===== src/rtl/keypad_scan_if.sv =====
// Keypad pin and key-event bundle between the scanner and its consumer.
// master = scanner side, slave = keypad/consumer side.
interface keypad_scan_if;
  logic [3:0] col_n;
  logic [3:0] row_n;
  logic [3:0] key_code;
  logic       key_valid;
  logic       key_held;

  modport master (
    input  col_n,
    output row_n,
    output key_code,
    output key_valid,
    output key_held
  );

  modport slave (
    output col_n,
    input  row_n,
    input  key_code,
    input  key_valid,
    input  key_held
  );
endinterface


===== src/rtl/keypad_scan.sv =====
// 4x4 keypad scanner: row drive, column sync, debounce, one event per press.
// Define KEYPAD_REPEAT_EN to build auto-repeat while a key stays down.
module keypad_scan #(
  parameter int SCAN_DIV       = 4,
  parameter int DEBOUNCE_SCANS = 2,
  parameter int REPEAT_DELAY   = 4,
  parameter int REPEAT_RATE    = 2
) (
  input  logic clk,
  input  logic rst_n,
  keypad_scan_if.master kp
);

  localparam int DW = (SCAN_DIV > 1) ? $clog2(SCAN_DIV) : 1;

  localparam logic [1:0] IDLE     = 2'd0;
  localparam logic [1:0] DEBOUNCE = 2'd1;
  localparam logic [1:0] PRESSED  = 2'd2;
  localparam logic [1:0] RELEASE  = 2'd3;

  localparam logic [1:0] NONE   = 2'd0;
  localparam logic [1:0] SINGLE = 2'd1;
  localparam logic [1:0] MULTI  = 2'd2;

  if (SCAN_DIV < 3 || DEBOUNCE_SCANS < 1 ||
      REPEAT_DELAY < 1 || REPEAT_RATE < 1) begin : g_bad_cfg
    $error("keypad_scan: parameter out of range");
  end

  logic [1:0]    row_idx;
  logic [DW-1:0] dwell_cnt;
  logic [3:0]    sync1;
  logic [3:0]    col_s;
  logic [1:0]    acc_cls;
  logic [3:0]    acc_code;

  logic [1:0] state;
  logic [7:0] cnt;
  logic [3:0] cand;
  logic [3:0] key_code;
  logic       key_valid;
  logic       key_held;

  logic       sample;
  logic       scan_done;
  logic [3:0] row_lo;
  logic [2:0] row_cnt;
  logic [1:0] col_idx;
  logic [1:0] prev_cls;
  logic [1:0] scan_cls;
  logic [3:0] scan_code;

  logic [1:0] state_d;
  logic [7:0] cnt_d;
  logic [7:0] cnt_inc;
  logic [3:0] cand_d;
  logic       press;
  logic       rep_fire;

  assign sample    = (dwell_cnt == DW'(SCAN_DIV - 1));
  assign scan_done = sample && (row_idx == 2'd3);
  assign cnt_inc   = cnt + 8'd1;

  // Classify the scan so far, folding in the row being sampled now.
  always_comb begin
    row_lo  = ~col_s;
    row_cnt = 3'd0;
    col_idx = 2'd0;
    for (int i = 0; i < 4; i++) begin
      if (row_lo[i]) begin
        row_cnt = row_cnt + 3'd1;
        col_idx = 2'(i);
      end
    end
    prev_cls  = (row_idx == 2'd0) ? NONE : acc_cls;
    scan_cls  = prev_cls;
    scan_code = acc_code;
    if (row_cnt == 3'd1 && prev_cls == NONE) begin
      scan_cls  = SINGLE;
      scan_code = {row_idx, col_idx};
    end else if (row_cnt != 3'd0) begin
      scan_cls = MULTI;
    end
  end

  always_comb begin
    state_d = state;
    cnt_d   = cnt;
    cand_d  = cand;
    press   = 1'b0;
    if (scan_done) begin
      unique case (state)
        IDLE: begin
          if (scan_cls == SINGLE) begin
            cand_d = scan_code;
            if (DEBOUNCE_SCANS <= 1) begin
              state_d = PRESSED;
              cnt_d   = 8'd0;
              press   = 1'b1;
            end else begin
              state_d = DEBOUNCE;
              cnt_d   = 8'd1;
            end
          end
        end
        DEBOUNCE: begin
          if (scan_cls == SINGLE && scan_code == cand) begin
            if (cnt_inc >= 8'(DEBOUNCE_SCANS)) begin
              state_d = PRESSED;
              cnt_d   = 8'd0;
              press   = 1'b1;
            end else begin
              cnt_d = cnt_inc;
            end
          end else begin
            state_d = IDLE;
            cnt_d   = 8'd0;
          end
        end
        PRESSED: begin
          if (scan_cls == NONE) begin
            if (DEBOUNCE_SCANS <= 1) begin
              state_d = IDLE;
              cnt_d   = 8'd0;
            end else begin
              state_d = RELEASE;
              cnt_d   = 8'd1;
            end
          end
        end
        default: begin
          if (scan_cls == NONE) begin
            if (cnt_inc >= 8'(DEBOUNCE_SCANS)) begin
              state_d = IDLE;
              cnt_d   = 8'd0;
            end else begin
              cnt_d = cnt_inc;
            end
          end else begin
            state_d = PRESSED;
            cnt_d   = 8'd0;
          end
        end
      endcase
    end
  end

`ifdef KEYPAD_REPEAT_EN
  logic [7:0] rep_cnt;
  logic [7:0] rep_cnt_d;
  logic [7:0] rep_inc;
  logic [7:0] rep_thr;
  logic       rep_armed;
  logic       rep_armed_d;

  assign rep_inc = rep_cnt + 8'd1;
  assign rep_thr = rep_armed ? 8'(REPEAT_RATE) : 8'(REPEAT_DELAY);

  // Counter only advances on scans seen in PRESSED; RELEASE freezes it.
  always_comb begin
    rep_cnt_d   = rep_cnt;
    rep_armed_d = rep_armed;
    rep_fire    = 1'b0;
    if (press) begin
      rep_cnt_d   = 8'd0;
      rep_armed_d = 1'b0;
    end else if (scan_done && state == PRESSED && scan_cls != NONE) begin
      if (rep_inc >= rep_thr) begin
        rep_fire    = 1'b1;
        rep_cnt_d   = 8'd0;
        rep_armed_d = 1'b1;
      end else begin
        rep_cnt_d = rep_inc;
      end
    end
  end

  always_ff @(posedge clk) begin
    if (!rst_n) begin
      rep_cnt   <= 8'd0;
      rep_armed <= 1'b0;
    end else begin
      rep_cnt   <= rep_cnt_d;
      rep_armed <= rep_armed_d;
    end
  end
`else
  assign rep_fire = 1'b0;
`endif

  always_ff @(posedge clk) begin
    if (!rst_n) begin
      row_idx   <= 2'd0;
      dwell_cnt <= '0;
      sync1     <= 4'hF;
      col_s     <= 4'hF;
      acc_cls   <= NONE;
      acc_code  <= 4'd0;
      state     <= IDLE;
      cnt       <= 8'd0;
      cand      <= 4'd0;
      key_code  <= 4'd0;
      key_valid <= 1'b0;
      key_held  <= 1'b0;
    end else begin
      sync1 <= kp.col_n;
      col_s <= sync1;
      if (sample) begin
        dwell_cnt <= '0;
        row_idx   <= row_idx + 2'd1;
        acc_cls   <= scan_cls;
        acc_code  <= scan_code;
      end else begin
        dwell_cnt <= dwell_cnt + DW'(1);
      end
      state     <= state_d;
      cnt       <= cnt_d;
      cand      <= cand_d;
      key_valid <= press | rep_fire;
      if (press) begin
        key_code <= cand_d;
        key_held <= 1'b1;
      end else if (state_d == IDLE) begin
        key_held <= 1'b0;
      end
    end
  end

  assign kp.row_n     = ~(4'b0001 << row_idx);
  assign kp.key_code  = key_code;
  assign kp.key_valid = key_valid;
  assign kp.key_held  = key_held;

endmodule


===== src/flat_wrapper.sv =====
// flat-port wrapper written by rule: the top's interface ports become plain ports
module keypad_scan_flat 
#(
  parameter int SCAN_DIV       = 4,
  parameter int DEBOUNCE_SCANS = 2,
  parameter int REPEAT_DELAY   = 4,
  parameter int REPEAT_RATE    = 2
)
  (clk, rst_n, kp_col_n, kp_row_n, kp_key_code, kp_key_valid, kp_key_held);
  keypad_scan_if kp_i ();
  input  logic clk;
  input  logic rst_n;
  input wire logic [$bits(kp_i.col_n)-1:0] kp_col_n;
  output wire logic [$bits(kp_i.row_n)-1:0] kp_row_n;
  output wire logic [$bits(kp_i.key_code)-1:0] kp_key_code;
  output wire logic [$bits(kp_i.key_valid)-1:0] kp_key_valid;
  output wire logic [$bits(kp_i.key_held)-1:0] kp_key_held;
  assign kp_i.col_n = kp_col_n;
  assign kp_row_n = kp_i.row_n;
  assign kp_key_code = kp_i.key_code;
  assign kp_key_valid = kp_i.key_valid;
  assign kp_key_held = kp_i.key_held;
  keypad_scan #(.SCAN_DIV(SCAN_DIV), .DEBOUNCE_SCANS(DEBOUNCE_SCANS), .REPEAT_DELAY(REPEAT_DELAY), .REPEAT_RATE(REPEAT_RATE)) u_core (.clk(clk), .rst_n(rst_n), .kp(kp_i));
endmodule

===== config.mk =====
export PLATFORM = sky130hd
export DESIGN_NAME = keypad_scan_flat
export DESIGN_NICKNAME = d
export VERILOG_FILES = /design/src/rtl/keypad_scan_if.sv /design/src/rtl/keypad_scan.sv /design/src/flat_wrapper.sv
export SDC_FILE = /design/constraint.sdc
export NUM_CORES = 1
export LEC_CHECK = 0
export CAP_MARGIN = 20
export CORE_MARGIN = 2
export CORE_UTILIZATION = 25
export DETAILED_ROUTE_END_ITERATION = 6
export PLACE_DENSITY_LB_ADDON = 0.25
export SETUP_SLACK_MARGIN = 0.5
export SLEW_MARGIN = 20
export SYNTH_ARGS = -nofsm -noshare
export SYNTH_HDL_FRONTEND = slang
export SYNTH_SLANG_ARGS = --single-unit

===== constraint.sdc =====
create_clock -name clk -period 4.05 [get_ports clk]
set_clock_uncertainty 0.05 [all_clocks]
set_input_delay 0.6075 -clock clk [delete_from_list [all_inputs] [get_ports clk]]
set_output_delay 0.6075 -clock clk [all_outputs]
set_load 0.1 [all_outputs]

==> impl_metrics.py <==
metrics = {
    "yosys": {
        "yosysUniqueCellTypes": 55,
        "yosysTopAreaCell": "dfxtp_1",
        "ys.flop_type": "dfxtp_1",
        "seq_area_frac_synth_pct": 37.2,
        "synth_fp_nets": 242,
        "synth_top_area_share_pct": 37.2,
        "syn_area_mm2": 0.00204,
        "synth_edf_count": 0,
        "ys_warn_count": 0,
        "async_reset_ff_share_pct": 0,
        "avgSynthCellArea_um2": 9.04,
        "netlist_instances": 226,
        "yosys-top-cells-area": "dfxtp_1 (37%), ha_1 (6.1%), and2_1 (3.7%)",
        "synth-seq-cells": 38,
    },
    "layout": {
        "fin_nets": 260,
        "stdcell_area_mm2": 0.00249,
        "n_antenna_cell": 0,
        "n_fill_cell": 838,
        "drive_gt1_share_pct": 12.7,
        "layout_commonest_cell": "dfxtp_1",
        "layout_common_cells": "dfxtp_1 (38), nor2_1 (19), nand2_1 (15), clkdlybuf4s50_1 (15)",
        "areaGrowthSynthToFinish_pct": 22.0,
    },
    "timing": {
        "setup_viol": 0,
        "tightest_slew_ns": 0.976,
        "hold_viol": 0,
        "post-route-period-util_pct": 83.3,
        "relSlewSlack_pct": 34.7,
        "final_max_slew_viol_count": 0,
        "finalCriticalPeriod_ns": 3.38,
        "rsz0062_at_grt": "no",
        "setup_tns_ns": 0,
        "fmax_ghz": 0.296,
    },
    "clock_network": {
        "numCtsBuffers": 5,
        "clkTransAtPathRegs_ns": 0.07,
        "cts_hold_buf": 0,
        "ctsHtreeMaxLevel": 2,
        "worstSkewPairLatency_ns": 0.29,
        "cts_buffer_depth": 2,
        "cts_tree": "yes",
        "cts_num_sinks": 38,
        "cts_root_buf": "clkbuf_8",
    },
    "placed_design": {
        "place_congestion": 0.760,
        "io_buffers": 15,
        "dp_hpwl_um": 3110,
        "place_area_mm2": 0.00228,
    },
    "die": {
        "core_region_area_mm2": 0.00781,
        "rows": 32,
        "initial_core_util_pct": 26.2,
        "die_y_um": 94.4,
        "pin_count": 16,
        "die-area_mm2": 0.00891,
        "die_w_um": 94.4,
    },
    "worst_setup_path": {
        "crit_arrival_ns": 3.52,
        "startpoint_type": "register",
        "worstPathMaxFanout": 8,
        "worstSetupPathType": "reg2reg",
        "cp_data_required_time_ns": 4.20,
        "end_kind": "register",
    },
    "global_route": {
        "grt_pass1_vias": 1569,
        "grt_max_degree": 23,
        "grt_pass1_wl_um": 7310,
        "track_usage_pct": 10.4,
        "grt.overflow.total": 0,
        "grt_antenna_before_repair": 0,
    },
    "route": {
        "drt-initial-drc-count": 62,
        "vias": 1630,
        "ant_nets": 0,
        "wirelength_um": 4280,
        "drtPass1Iterations": 4,
        "drt-wirelength-per-cell_um": 12.3,
        "drc_errors": 0,
        "routed_via_density": 4.70,
    },
    "outcome": {
        "outcome": "complete, no violations",
    },
    "power": {
        "peakVddDrop_v": 0.000195,
        "powerDensity_mw_per_mm2": 370,
        "power.leakage_nw": 0.973,
    },
    "job": {
        "maxCapViolCount": 0,
    },
    "min_path": {
        "worstHoldPathType": "reg2reg",
    },
}
## cell type report
| class | count | area (µm²) | share of cell area [%] |
|---|---|---|---|
| inverters | 10 | 37.5 | 1.51 |
| repair buffers | 19 | 180 | 7.23 |
| clock inverters | 2 | 60.1 | 2.41 |
| flip-flops and latches | 38 | 761 | 30.5 |
| multi-input cells | 170 | 1240 | 49.9 |
| clock buffers | 6 | 82.6 | 3.31 |
| well taps | 102 | 128 | 5.12 |
## stage by stage
stage / cells / worst slack, ns / hold slack, ns / util, % / total power [W]
2_1_floorplan: 226 / 0.739 / 0.336 / - / 0.000500
3_3_place_gp: 336 / 0.546 / 0.350 / 29.2 / 0.000526
3_5_place_dp: 336 / 0.482 / 0.344 / 29.2 / 0.000526
4_1_cts: 344 / 0.586 / 0.363 / 31.2 / 0.000933
5_1_grt: 347 / 0.504 / 0.380 / 31.9 / 0.000968
6_report: 347 / 0.675 / 0.357 / 31.9 / 0.000921
## worst paths after layout
| kind | end | cells after the start | from | slack, ns |
|---|---|---|---|---|
| worst max register to register | u_core.kp.key_held | 12 | u_core.col_s[1] | 0.67 |
| worst min-delay path | u_core.col_s[2] | 1 | u_core.sync1[2] | 0.36 |
| worst min register to register | u_core.col_s[2] | 1 | u_core.sync1[2] | 0.36 |
| worst max-delay path | u_core.kp.key_held | 12 | u_core.col_s[1] | 0.67 |
## registers in the layout, indices dropped and copies added, names as in the netlist
register             flops
u_core.acc_cls           2
u_core.acc_code          4
u_core.cand              4
u_core.cnt               8
u_core.col_s             4
u_core.dwell_cnt         2
u_core.kp.key_code       4
u_core.kp.key_held       1
u_core.kp.key_valid      1
u_core.row_idx           2
u_core.state             2
u_core.sync1             4
## synth_stat cells (all sizes together), types with 6 or more instances
cell type,n
a21oi,12
and2,13
dfxtp,38
ha,10
inv,10
mux2,6
nand2,15
nand2b,12
nand3,6
nand4,8
nor2,19
nor3,7
o21ai,7
## metal layers
metal,track usage (%),wire length [µm],part of all wire [%]
met1,13.9,2140,50
met2,16.5,1990,46
met4,3.86,62,1.4
met3,2.47,90,2.1
met5,0,0,0
## timing repair
action                                  in CTS  in global routing
buffers inserted                             0                  3
endpoints found under the setup margin       1                  9
resized for setup                            2                  5
pin swaps                                    0                  1
endpoints found under the hold margin        0                  0
## logic make-up (layout without fill, tap and decap cells)
group                      after synthesis  count (layout)  share of synthesized area, %
and+or+nand+nor                        102             102                          28.2
muxes                                   10              10                          5.27
buffers and inverters                   18              37                          4.16
AOI/OAI and AO/OA                       42              42                          15.3
xor gates and xnor gates                 6               6                          3.74
adders and majority gates               10              10                          6.12
DFF                                     38              38                          37.2
## worst max-delay path: stages, from the launching register on
cell and delay [ns]:
dfxtp_1 0.35, inv_1 0.05, ha_1 0.18, or2b_1 0.28, and2_1 0.17, ha_1 0.26
nor2b_1 0.17, a31oi_4 0.26, a31oi_2 0.17, o21a_1 0.23, or4b_4 0.56, o31a_1 0.32
o311ai_2 0.25
## power breakdown
group          switching (W)  leakage (nW)  total (W)  internal, W
clock               0.000133        0.0714   0.000395     0.000263
sequential        0.00000600         0.309   0.000387     0.000381
combinational      0.0000820         0.593   0.000138    0.0000565
total               0.000221         0.973   0.000921     0.000701
Power figures use the tool's default switching activity.
